==> config.mk <==
export PLATFORM = sky130hd
export DESIGN_NAME = fp_add_seq_flat
export DESIGN_NICKNAME = d
export VERILOG_FILES = /design/src/rtl/fp_pkg.sv /design/src/rtl/fp_add_seq_if.sv /design/src/rtl/fp_lzc.sv /design/src/rtl/fp_add_seq.sv /design/src/flat_wrapper.sv
export SDC_FILE = /design/constraint.sdc
export NUM_CORES = 1
export LEC_CHECK = 0
export ABC_AREA = 1
export ABC_CLOCK_PERIOD_IN_PS = 30900
export CORE_UTILIZATION = 50
export DETAILED_ROUTE_END_ITERATION = 7
export GPL_TIMING_DRIVEN = 0
export PLACE_DENSITY = 0.67
export SYNTH_ARGS = -nofsm -noshare
export SYNTH_HDL_FRONTEND = slang
export SYNTH_SLANG_ARGS = --single-unit
==> constraint.sdc <==
create_clock -name clk -period 30.9 [get_ports clk]
set_clock_uncertainty 0.15 [all_clocks]
set_input_delay 9.27 -clock clk [delete_from_list [all_inputs] [get_ports clk]]
set_output_delay 9.27 -clock clk [all_outputs]
set_load 0.01 [all_outputs]
==> src/rtl/fp_pkg.sv <==
// Shared widths, IEEE-754 binary32 constants, FSM encoding and flag bit positions
// for the sequential floating-point adder.
package fp_pkg;

    localparam int FP_EXP_W = 8;
    localparam int FP_MAN_W = 23;
    localparam int FP_BIAS  = 127;

    localparam logic [31:0] QNAN    = 32'h7FC0_0000;
    localparam logic [31:0] POS_INF = 32'h7F80_0000;
    localparam logic [31:0] NEG_INF = 32'hFF80_0000;

    typedef enum logic [2:0] {
        IDLE,
        ALIGN,
        ADD,
        NORM,
        ROUND,
        DONE
    } fsm_t;

    localparam int FLAG_INEXACT   = 0;
    localparam int FLAG_UNDERFLOW = 1;
    localparam int FLAG_OVERFLOW  = 2;
    localparam int FLAG_INVALID   = 3;

endpackage

==> src/rtl/fp_add_seq_if.sv <==
// Operand/result handshake bundle for fp_add_seq; the flags field exists only
// when FP_FLAGS_EN is defined.
interface fp_add_seq_if;

    logic        in_valid;
    logic        in_ready;
    logic [31:0] a;
    logic [31:0] b;
    logic        sub;
    logic        out_valid;
    logic        out_ready;
    logic [31:0] result;
`ifdef FP_FLAGS_EN
    logic [3:0]  flags;

    modport slave (
        input  in_valid, a, b, sub, out_ready,
        output in_ready, out_valid, result, flags
    );

    modport master (
        output in_valid, a, b, sub, out_ready,
        input  in_ready, out_valid, result, flags
    );
`else
    modport slave (
        input  in_valid, a, b, sub, out_ready,
        output in_ready, out_valid, result
    );

    modport master (
        output in_valid, a, b, sub, out_ready,
        input  in_ready, out_valid, result
    );
`endif

endinterface

==> src/rtl/fp_lzc.sv <==
// Combinational leading-zero counter over the 27-bit sum mantissa; an all-zero
// input reports 27.
module fp_lzc (
    input  logic [26:0] value_i,
    output logic [4:0]  count_o
);

    // Scanning upwards lets the highest set bit overwrite any lower one.
    always_comb begin
        count_o = 5'd27;
        for (int i = 0; i < 27; i++) begin
            if (value_i[i]) begin
                count_o = 5'(26 - i);
            end
        end
    end

endmodule

==> src/rtl/fp_add_seq.sv <==
// Multi-cycle binary32 adder/subtractor, IDLE-ALIGN-ADD-NORM-ROUND-DONE, one op in flight.
// Defining FP_FLAGS_EN adds the registered {invalid,overflow,underflow,inexact} flags port.
module fp_add_seq
    import fp_pkg::*;
#(
    parameter int EXP_W = FP_EXP_W,
    parameter int MAN_W = FP_MAN_W
) (
    input  logic        clk,
    input  logic        rst,
    fp_add_seq_if.slave bus
);

    fsm_t        stateQ, stateD;
    logic [31:0] aQ, aD, bQ, bD;
    logic        signQ, signD, effSubQ, effSubD;
    logic        specialQ, specialD, zeroQ, zeroD;
    logic [9:0]  expQ, expD;
    logic [26:0] mBigQ, mBigD, mSmallQ, mSmallD, mNormQ, mNormD;
    logic [27:0] sumQ, sumD;
    logic [31:0] specialValQ, specialValD, resultQ, resultD;
`ifdef FP_FLAGS_EN
    logic        invalidQ, invalidD;
    logic [3:0]  flagsQ, flagsD;
    logic        invalidHit;
`endif

    logic [7:0]  expA, expB, effExpA, effExpB, bigExp, smallExp, expDiff;
    logic [22:0] fracA, fracB, bigFrac, smallFrac;
    logic        aBig, bigHid, smallHid;
    logic        aNan, bNan, aInf, bInf;
    logic [26:0] small27, alignedSmall;
    logic        specialHit;
    logic [31:0] specialVal;
    logic [4:0]  lzCount, normShift;
    logic [9:0]  maxShift, expRounded;
    logic        roundUp;
    logic [24:0] mantRounded;
    logic [23:0] mantOut;
    logic [31:0] roundedWord;

    assign expA  = aQ[MAN_W +: EXP_W];
    assign expB  = bQ[MAN_W +: EXP_W];
    assign fracA = aQ[MAN_W-1:0];
    assign fracB = bQ[MAN_W-1:0];
    assign aNan  = (&expA) && (|fracA);
    assign bNan  = (&expB) && (|fracB);
    assign aInf  = (&expA) && !(|fracA);
    assign bInf  = (&expB) && !(|fracB);

    // Denormals behave as exponent 1 without the hidden bit; magnitude order of
    // the raw bit patterns decides which operand is the larger.
    always_comb begin
        effExpA   = (expA == 8'd0) ? 8'd1 : expA;
        effExpB   = (expB == 8'd0) ? 8'd1 : expB;
        aBig      = aQ[30:0] >= bQ[30:0];
        bigExp    = aBig ? effExpA : effExpB;
        smallExp  = aBig ? effExpB : effExpA;
        bigFrac   = aBig ? fracA : fracB;
        smallFrac = aBig ? fracB : fracA;
        bigHid    = aBig ? (|expA) : (|expB);
        smallHid  = aBig ? (|expB) : (|expA);
        expDiff   = bigExp - smallExp;
        small27   = {smallHid, smallFrac, 3'd0};
        if (expDiff >= 8'd27) begin
            alignedSmall = {26'd0, |small27};
        end else begin
            alignedSmall = (small27 >> expDiff)
                         | {26'd0, |(small27 & ~(27'h7FF_FFFF << expDiff))};
        end
    end

    always_comb begin
        specialHit = 1'b1;
        specialVal = QNAN;
        if (aNan) begin
            specialVal = aQ | 32'h0040_0000;
        end else if (bNan) begin
            specialVal = bQ | 32'h0040_0000;
        end else if (aInf && bInf && (aQ[31] != bQ[31])) begin
            specialVal = QNAN;
        end else if (aInf) begin
            specialVal = aQ;
        end else if (bInf) begin
            specialVal = bQ;
        end else begin
            specialHit = 1'b0;
        end
    end

`ifdef FP_FLAGS_EN
    assign invalidHit = (aNan && !aQ[22]) || (bNan && !bQ[22])
                      || (aInf && bInf && (aQ[31] != bQ[31]));
`endif

    fp_lzc u_lzc (
        .value_i (sumQ[26:0]),
        .count_o (lzCount)
    );

    // Left shift stops once the exponent reaches 1, leaving a denormal result.
    always_comb begin
        maxShift  = expQ - 10'd1;
        normShift = ({5'd0, lzCount} < maxShift) ? lzCount : maxShift[4:0];
    end

    always_comb begin
        roundUp     = mNormQ[2] && (mNormQ[1] || mNormQ[0] || mNormQ[3]);
        mantRounded = {1'b0, mNormQ[26:3]} + {24'd0, roundUp};
        if (mantRounded[24]) begin
            mantOut    = mantRounded[24:1];
            expRounded = expQ + 10'd1;
        end else begin
            mantOut    = mantRounded[23:0];
            expRounded = expQ;
        end
        if (specialQ) begin
            roundedWord = specialValQ;
        end else if (zeroQ) begin
            roundedWord = {signQ && !effSubQ, 31'd0};
        end else if (expRounded >= 10'd255) begin
            roundedWord = {signQ, POS_INF[30:0]};
        end else begin
            roundedWord = {signQ, mantOut[23] ? expRounded[7:0] : 8'd0, mantOut[22:0]};
        end
    end

    always_ff @(posedge clk) begin
        if (rst) begin
            stateQ <= IDLE;
        end else begin
            stateQ <= stateD;
        end
    end

    always_comb begin
        stateD = stateQ;
        case (stateQ)
            IDLE:    if (bus.in_valid) stateD = ALIGN;
            ALIGN:   stateD = ADD;
            ADD:     stateD = NORM;
            NORM:    stateD = ROUND;
            ROUND:   stateD = DONE;
            DONE:    if (bus.out_ready) stateD = IDLE;
            default: stateD = IDLE;
        endcase
    end

    always_comb begin
        aD          = aQ;
        bD          = bQ;
        signD       = signQ;
        effSubD     = effSubQ;
        specialD    = specialQ;
        specialValD = specialValQ;
        zeroD       = zeroQ;
        expD        = expQ;
        mBigD       = mBigQ;
        mSmallD     = mSmallQ;
        mNormD      = mNormQ;
        sumD        = sumQ;
        resultD     = resultQ;
`ifdef FP_FLAGS_EN
        invalidD    = invalidQ;
        flagsD      = flagsQ;
`endif
        case (stateQ)
            IDLE: begin
                if (bus.in_valid) begin
                    aD = bus.a;
                    bD = bus.b ^ {bus.sub, 31'd0};
                end
            end
            ALIGN: begin
                signD       = aBig ? aQ[31] : bQ[31];
                effSubD     = aQ[31] ^ bQ[31];
                expD        = {2'd0, bigExp};
                mBigD       = {bigHid, bigFrac, 3'd0};
                mSmallD     = alignedSmall;
                specialD    = specialHit;
                specialValD = specialVal;
`ifdef FP_FLAGS_EN
                invalidD    = invalidHit;
`endif
            end
            ADD: begin
                sumD = effSubQ ? ({1'b0, mBigQ} - {1'b0, mSmallQ})
                               : ({1'b0, mBigQ} + {1'b0, mSmallQ});
            end
            NORM: begin
                zeroD = (sumQ == 28'd0);
                if (sumQ[27]) begin
                    mNormD = {sumQ[27:2], sumQ[1] | sumQ[0]};
                    expD   = expQ + 10'd1;
                end else begin
                    mNormD = sumQ[26:0] << normShift;
                    expD   = expQ - {5'd0, normShift};
                end
            end
            ROUND: begin
                resultD = roundedWord;
`ifdef FP_FLAGS_EN
                flagsD  = 4'd0;
                if (specialQ) begin
                    flagsD[FLAG_INVALID] = invalidQ;
                end else if (!zeroQ) begin
                    flagsD[FLAG_OVERFLOW]  = expRounded >= 10'd255;
                    flagsD[FLAG_INEXACT]   = (|mNormQ[2:0]) || (expRounded >= 10'd255);
                    flagsD[FLAG_UNDERFLOW] = !mNormQ[26] && (|mNormQ[2:0]);
                end
`endif
            end
            default: ;
        endcase
    end

    // Datapath registers need no reset: every stage rewrites what it consumes.
    always_ff @(posedge clk) begin
        aQ          <= aD;
        bQ          <= bD;
        signQ       <= signD;
        effSubQ     <= effSubD;
        specialQ    <= specialD;
        specialValQ <= specialValD;
        zeroQ       <= zeroD;
        expQ        <= expD;
        mBigQ       <= mBigD;
        mSmallQ     <= mSmallD;
        mNormQ      <= mNormD;
        sumQ        <= sumD;
`ifdef FP_FLAGS_EN
        invalidQ    <= invalidD;
`endif
    end

    always_ff @(posedge clk) begin
        if (rst) begin
            resultQ <= 32'd0;
`ifdef FP_FLAGS_EN
            flagsQ  <= 4'd0;
`endif
        end else begin
            resultQ <= resultD;
`ifdef FP_FLAGS_EN
            flagsQ  <= flagsD;
`endif
        end
    end

    assign bus.in_ready  = (stateQ == IDLE);
    assign bus.out_valid = (stateQ == DONE);
    assign bus.result    = resultQ;
`ifdef FP_FLAGS_EN
    assign bus.flags     = flagsQ;
`endif

endmodule

==> src/flat_wrapper.sv <==
// flat-port wrapper written by rule: the top's interface ports become plain ports
module fp_add_seq_flat import fp_pkg::*;
#(
    parameter int EXP_W = FP_EXP_W,
    parameter int MAN_W = FP_MAN_W
)
  (clk, rst, bus_in_valid, bus_a, bus_b, bus_sub, bus_out_ready, bus_in_ready, bus_out_valid, bus_result);
  fp_add_seq_if bus_i ();
  input  logic clk;
  input  logic rst;
  input wire logic [$bits(bus_i.in_valid)-1:0] bus_in_valid;
  input wire logic [$bits(bus_i.a)-1:0] bus_a;
  input wire logic [$bits(bus_i.b)-1:0] bus_b;
  input wire logic [$bits(bus_i.sub)-1:0] bus_sub;
  input wire logic [$bits(bus_i.out_ready)-1:0] bus_out_ready;
  output wire logic [$bits(bus_i.in_ready)-1:0] bus_in_ready;
  output wire logic [$bits(bus_i.out_valid)-1:0] bus_out_valid;
  output wire logic [$bits(bus_i.result)-1:0] bus_result;
  assign bus_i.in_valid = bus_in_valid;
  assign bus_i.a = bus_a;
  assign bus_i.b = bus_b;
  assign bus_i.sub = bus_sub;
  assign bus_i.out_ready = bus_out_ready;
  assign bus_in_ready = bus_i.in_ready;
  assign bus_out_valid = bus_i.out_valid;
  assign bus_result = bus_i.result;
  fp_add_seq #(.EXP_W(EXP_W), .MAN_W(MAN_W)) u_core (.clk(clk), .rst(rst), .bus(bus_i));
endmodule
### Word-level counts from Yosys, hierarchy flattened

Index checks and enable logic that the tools add are counted.

| storage, ports and cells | value |
|---|---|
| register bits after elaboration | 251 |
| bits of input ports | 69 |
| output and inout port bits | 34 |
| logic and storage cells | 132 |

| operators by class | value |
|---|---|
| add/subtract/negate cells | 7 |
| magnitude comparators | 4 |
| equal/unequal tests | 8 |
| shift operators | 3 |
| multiplexer cells | 57 |
| bitwise gates (word level) | 6 |
| reduce and logical (&&, ||, !) cells | 30 |

Operator list:

| cell | count |
|---|---|
| $mux 32 | 7 |
| $mux 5 | 27 |
| $mux 23 | 2 |
| $reduce_or 23->1 | 2 |
| $mux 8 | 5 |
| $xor 32x32->32 | 1 |
| $ge 31x31->1 | 1 |
| $mux 31 | 1 |
| $add 27x27->28 | 1 |
| $logic_not 28->1 | 1 |
| $mux 28 | 1 |
| $sub 27x27->28 | 1 |
| $and 27x27->27 | 1 |
| $not 27->27 | 1 |
| $or 27x1->27 | 1 |
| $reduce_or 27->1 | 1 |
| $shl 27x5->27 | 1 |
| $shl 27x8->27 const A | 1 |
| $shr 27x8->27 | 1 |
| $mux 26 | 1 |
| $add 24x1->25 | 1 |
| $mux 24 | 1 |
| $reduce_or 24->1 | 1 |
| $mux 10 | 2 |
| 29 further kinds | 52 |

### Longest topological paths before layout

| depth | value |
|---|---|
| depth after elaboration | 32 |
| depth in mapped cells | 49 |
| depth with buffers taken out | 48 |

### Modules after synthesis

Synthesis repeated with hierarchy kept, for this count alone.

| second synthesis, totals | value |
|---|---|
| cells, all modules | 2587 |
| area, all modules | 18861.8 sq um |

Modules (own cells, without submodules):

| module | times used | cells an instance | area each (sq um) | seq. area each (sq um) |
|---|---|---|---|---|
| fp_add_seq | 1 | 2507 | 18509.0 | 7186.9 |
| fp_lzc | 1 | 80 | 352.8 | 0.0 |

### Worst setup path before layout

Ideal clock, no wire load.

| path | value |
|---|---|
| kind | in2reg |
| start point | in bus_in_valid |
| end point | reg u_core.aQ[0] (enable) |
| library setup time | 0.644 ns |
| arrival time | 15.346 ns |
| required time | 30.106 ns |
| setup slack | 14.760 ns |
| stages on the path | 2 |
| buffers on the path | 0 |
| path through | inv_1 nor4_1 |

| on the way | value |
|---|---|
| word-level cells in the longest chain between the ends | 1 |

RTL lines:

| element | RTL line | RTL |
|---|---|---|
| from (decl) | flat_wrapper.sv:11 | `input wire logic [$bits(bus_i.in_valid)-1:0] bus_in_valid;` |
| $reduce_and 2->1 (no line) | - |  |
| to (signal assigned) | fp_add_seq.sv:219 | `aQ <= aD;` |
| to (decl) | fp_add_seq.sv:15 | `logic [31:0] aQ, aD, bQ, bD;` |

No other way between the ends.
A chain may end at the register's enable or synchronous reset.

### Worst setup path after layout

| path | value |
|---|---|
| start point | in bus_in_valid |
| end point | reg u_core.aQ[8] (enable) |

The elaborated chain is that of the path after synthesis.

==> impl_metrics.toml <==
[power_and_ir_drop]
leakagePower_nw = 8.502
vdd_drop_max_uv = 57.41
seq_power_share = 0.323
p_sw_uw = 591.1
p_int_uw = 805.0
powerDensity_nw_per_um2 = 69.04
p_comb_frac = 0.442
p_clk_frac = 0.235
total_power_mw = 1.396
p_sw_frac = 0.4234

[worst_setup_path]
worstPathMaxFanout = 11
slowest_delay_ps = 470
cp.arrival_ps = 11510
cp_cell_sequence = "clkdlybuf4s50_1 -> inv_1 -> nor4_2 -> buf_4 -> buf_4 -> buf_4 -> buf_4 -> buf_4 -> buf_4 -> buf_4 -> buf_4"
required_ps = 31010
worst_path_max_delay_cell = "clkdlybuf4s50_1"
crit_start = "bus_in_valid"
crit_path_start_kind = "primary input"
cp-end-kind = "flop"
rr_startpoint = "u_core.bQ[1]$_DFFE_PP_"
cp_top_family = "buffers and inverters"
ff2ff_setup_slack_ps = 22800
critPathBufInv = 10
crit_top_cell = "buf_4"
crit_type = "primary input to flop"

[placed_design]
placed_area_um2 = 19330
pre_cts_ws_ps = 18930
dp_cells = 2817
dp_hpwl_um = 47380
io_buffer_count = 102
place_congestion = 0.9942

[synth]
avgSynthCellArea_um2 = 7.841
synth.distinct_cells = 62
synthTopCellsByArea = "edfxtp_1 37%, nand2_1 9.6%, o21ai_0 7.6%"
ys.flop_type = "edfxtp_1"
synth_top_cell_by_area = "edfxtp_1"
yosysSeqAreaShare = 0.4090
synth_enable_flop_cells = 216
synthArstFlopShare = 0
synth_seq_cells = 251
ys.warnings.count = 0
yosysTopAreaCellShare = 0.3692
synthCells = 2241
netlist_area_um2 = 17570

[sta]
maxSlewViolCount = 0
setup_violations = 0
tightest_slew_ps = 1274
whs_ps = 394.3
hold_viol_final = 0
slew_headroom = 0.1427
post-route-period-util = 0.3689
fin_ws_ps = 19500
period_needed_ps = 11400
max_freq_ghz = 0.08772
rsz0062_at_grt = "no"
finalSetupTns_ps = 0

[clocking]
clk_pin_slew_ps = 60
clockRootBuffer = "clkbuf_16"
cts_resized = 0
postCtsHoldBufs = 0
numCtsBuffers = 26
cts_sinks = 251
ctsLongestPathBuffers = 3
cts_tree = "built"
htree_levels = 1
cts_setup_buffers = 0
clock_latency_ps = 550

[finish]
final_cells = 2863
nFillCells = 3164
design_area_um2 = 20220
drive_above_1_share = 0.05648
area_growth_pct = 15.09
final_nets = 2561
layout_commonest_cell = "nand2_1"
fin_util = 0.5854
antenna_cells = 0
layout_common_cells = "449 x nand2_1, 268 x o21ai_0, 264 x inv_1, 225 x nand3_1, 216 x edfxtp_1"

[job]
maxCapViolations = 0

[floorplan]
start_util = 0.5087
coreArea_um2 = 34540
io_pins = 103
die_area_um2 = 35900
die_y_um = 189.5
die_w_um = 189.5
fp-row-count = 68

[global_routing]
grt_antenna_before_repair = 0
grt_pass1_wl_um = 88870
grt_max_degree = 40
grt_use_met2 = 0.5475
grt_use_met3 = 0.03188
use_met1 = 0.4131
grt_pass1_vias = 15810
grt_use_total = 0.3249
overflow = 0
top_usage_layer = "met2"

[drt]
num_vias = 16790
via_per_inst = 5.864
ant_nets = 0
drt_pass1_iterations = 6
drt_iter0_drc = 1685
route.detailed.drc = 0
wirelength_um = 58680
wl_per_cell_um = 20.49

[worst_hold_path]
hold_path_class = "flop to flop"
hold_start = "u_core.bus.result[19]$_SDFFE_PP0P_"

[outcome]
status = "completed"
-- state kept, by name, indices dropped and copies added, names as in the netlist, 3 cells and up --
signal              flops
u_core.aQ              32
u_core.bQ              32
u_core.bus.result      32
u_core.expQ            10
u_core.mBigQ           24
u_core.mNormQ          27
u_core.mSmallQ         27
u_core.specialValQ     32
u_core.stateQ           3
u_core.sumQ            28
-- final timing paths --
check,endpoint,cells past startpoint
worst max register to register,u_core.mSmallQ[0]$_DFFE_PP_,38
worst min register to register,u_core.bus.result[19]$_SDFFE_PP0P_,2
worst max-delay path,u_core.aQ[8]$_DFFE_PP_,11
worst min-delay path,u_core.bus.result[19]$_SDFFE_PP0P_,2
-- Yosys cell counts (33+ instances only) --
cell type / n
nor2_1: 119
xor2_1: 48
inv_1: 264
ha_1: 99
a21oi_1: 157
dfxtp_1: 35
clkbuf_1: 58
edfxtp_1: 216
nand4_1: 34
o22ai_1: 33
nand3_1: 225
o21ai_0: 268
nand2_1: 449
-- cell type report --
cell class                 instances  area (um2)  area share
inverter                         274        1028     0.05086
buffer                            97       471.7     0.02333
clock inverter                    16       209.0     0.01033
multi-input combinational       1626        8930      0.4416
clock buffer                      30       686.9     0.03397
sequential                       251        7187      0.3554
tap                              455       569.3     0.02815
timing repair buffer             114        1140     0.05637
-- kinds of logic after synthesis --
family          share of synthesized area
simple gates                       0.2334
compound gates                     0.1666
buf+inv                           0.08531
flops                              0.4090
fa+ha+maj                         0.07392
xor+xnor                          0.02642
mux                              0.005127
other cells                     0.0002134
-- power groups by stage --
stage          registers [mW]  clock network [mW]  logic (mW)
2_1_floorplan           0.445                   0       0.416
3_3_place_gp            0.461                   0       0.593
3_5_place_dp            0.457                   0       0.600
4_1_cts                 0.450               0.332       0.603
5_1_grt                 0.453               0.345       0.682
6_report                0.451               0.329       0.617
-- tightest hold or removal path: stages, from the launching register on --
cell and delay, ps:
dfxtp_1 310, o21ai_0 150, a21oi_1 40
-- routing by layer --
layer	up-vias	routed length, um
li1	8035	-
met1	7858	23890
met2	738	27800
met3	159	3603
met4	0	3389
met5	-	0
No activity file was read; power rests on OpenSTA's default activity.
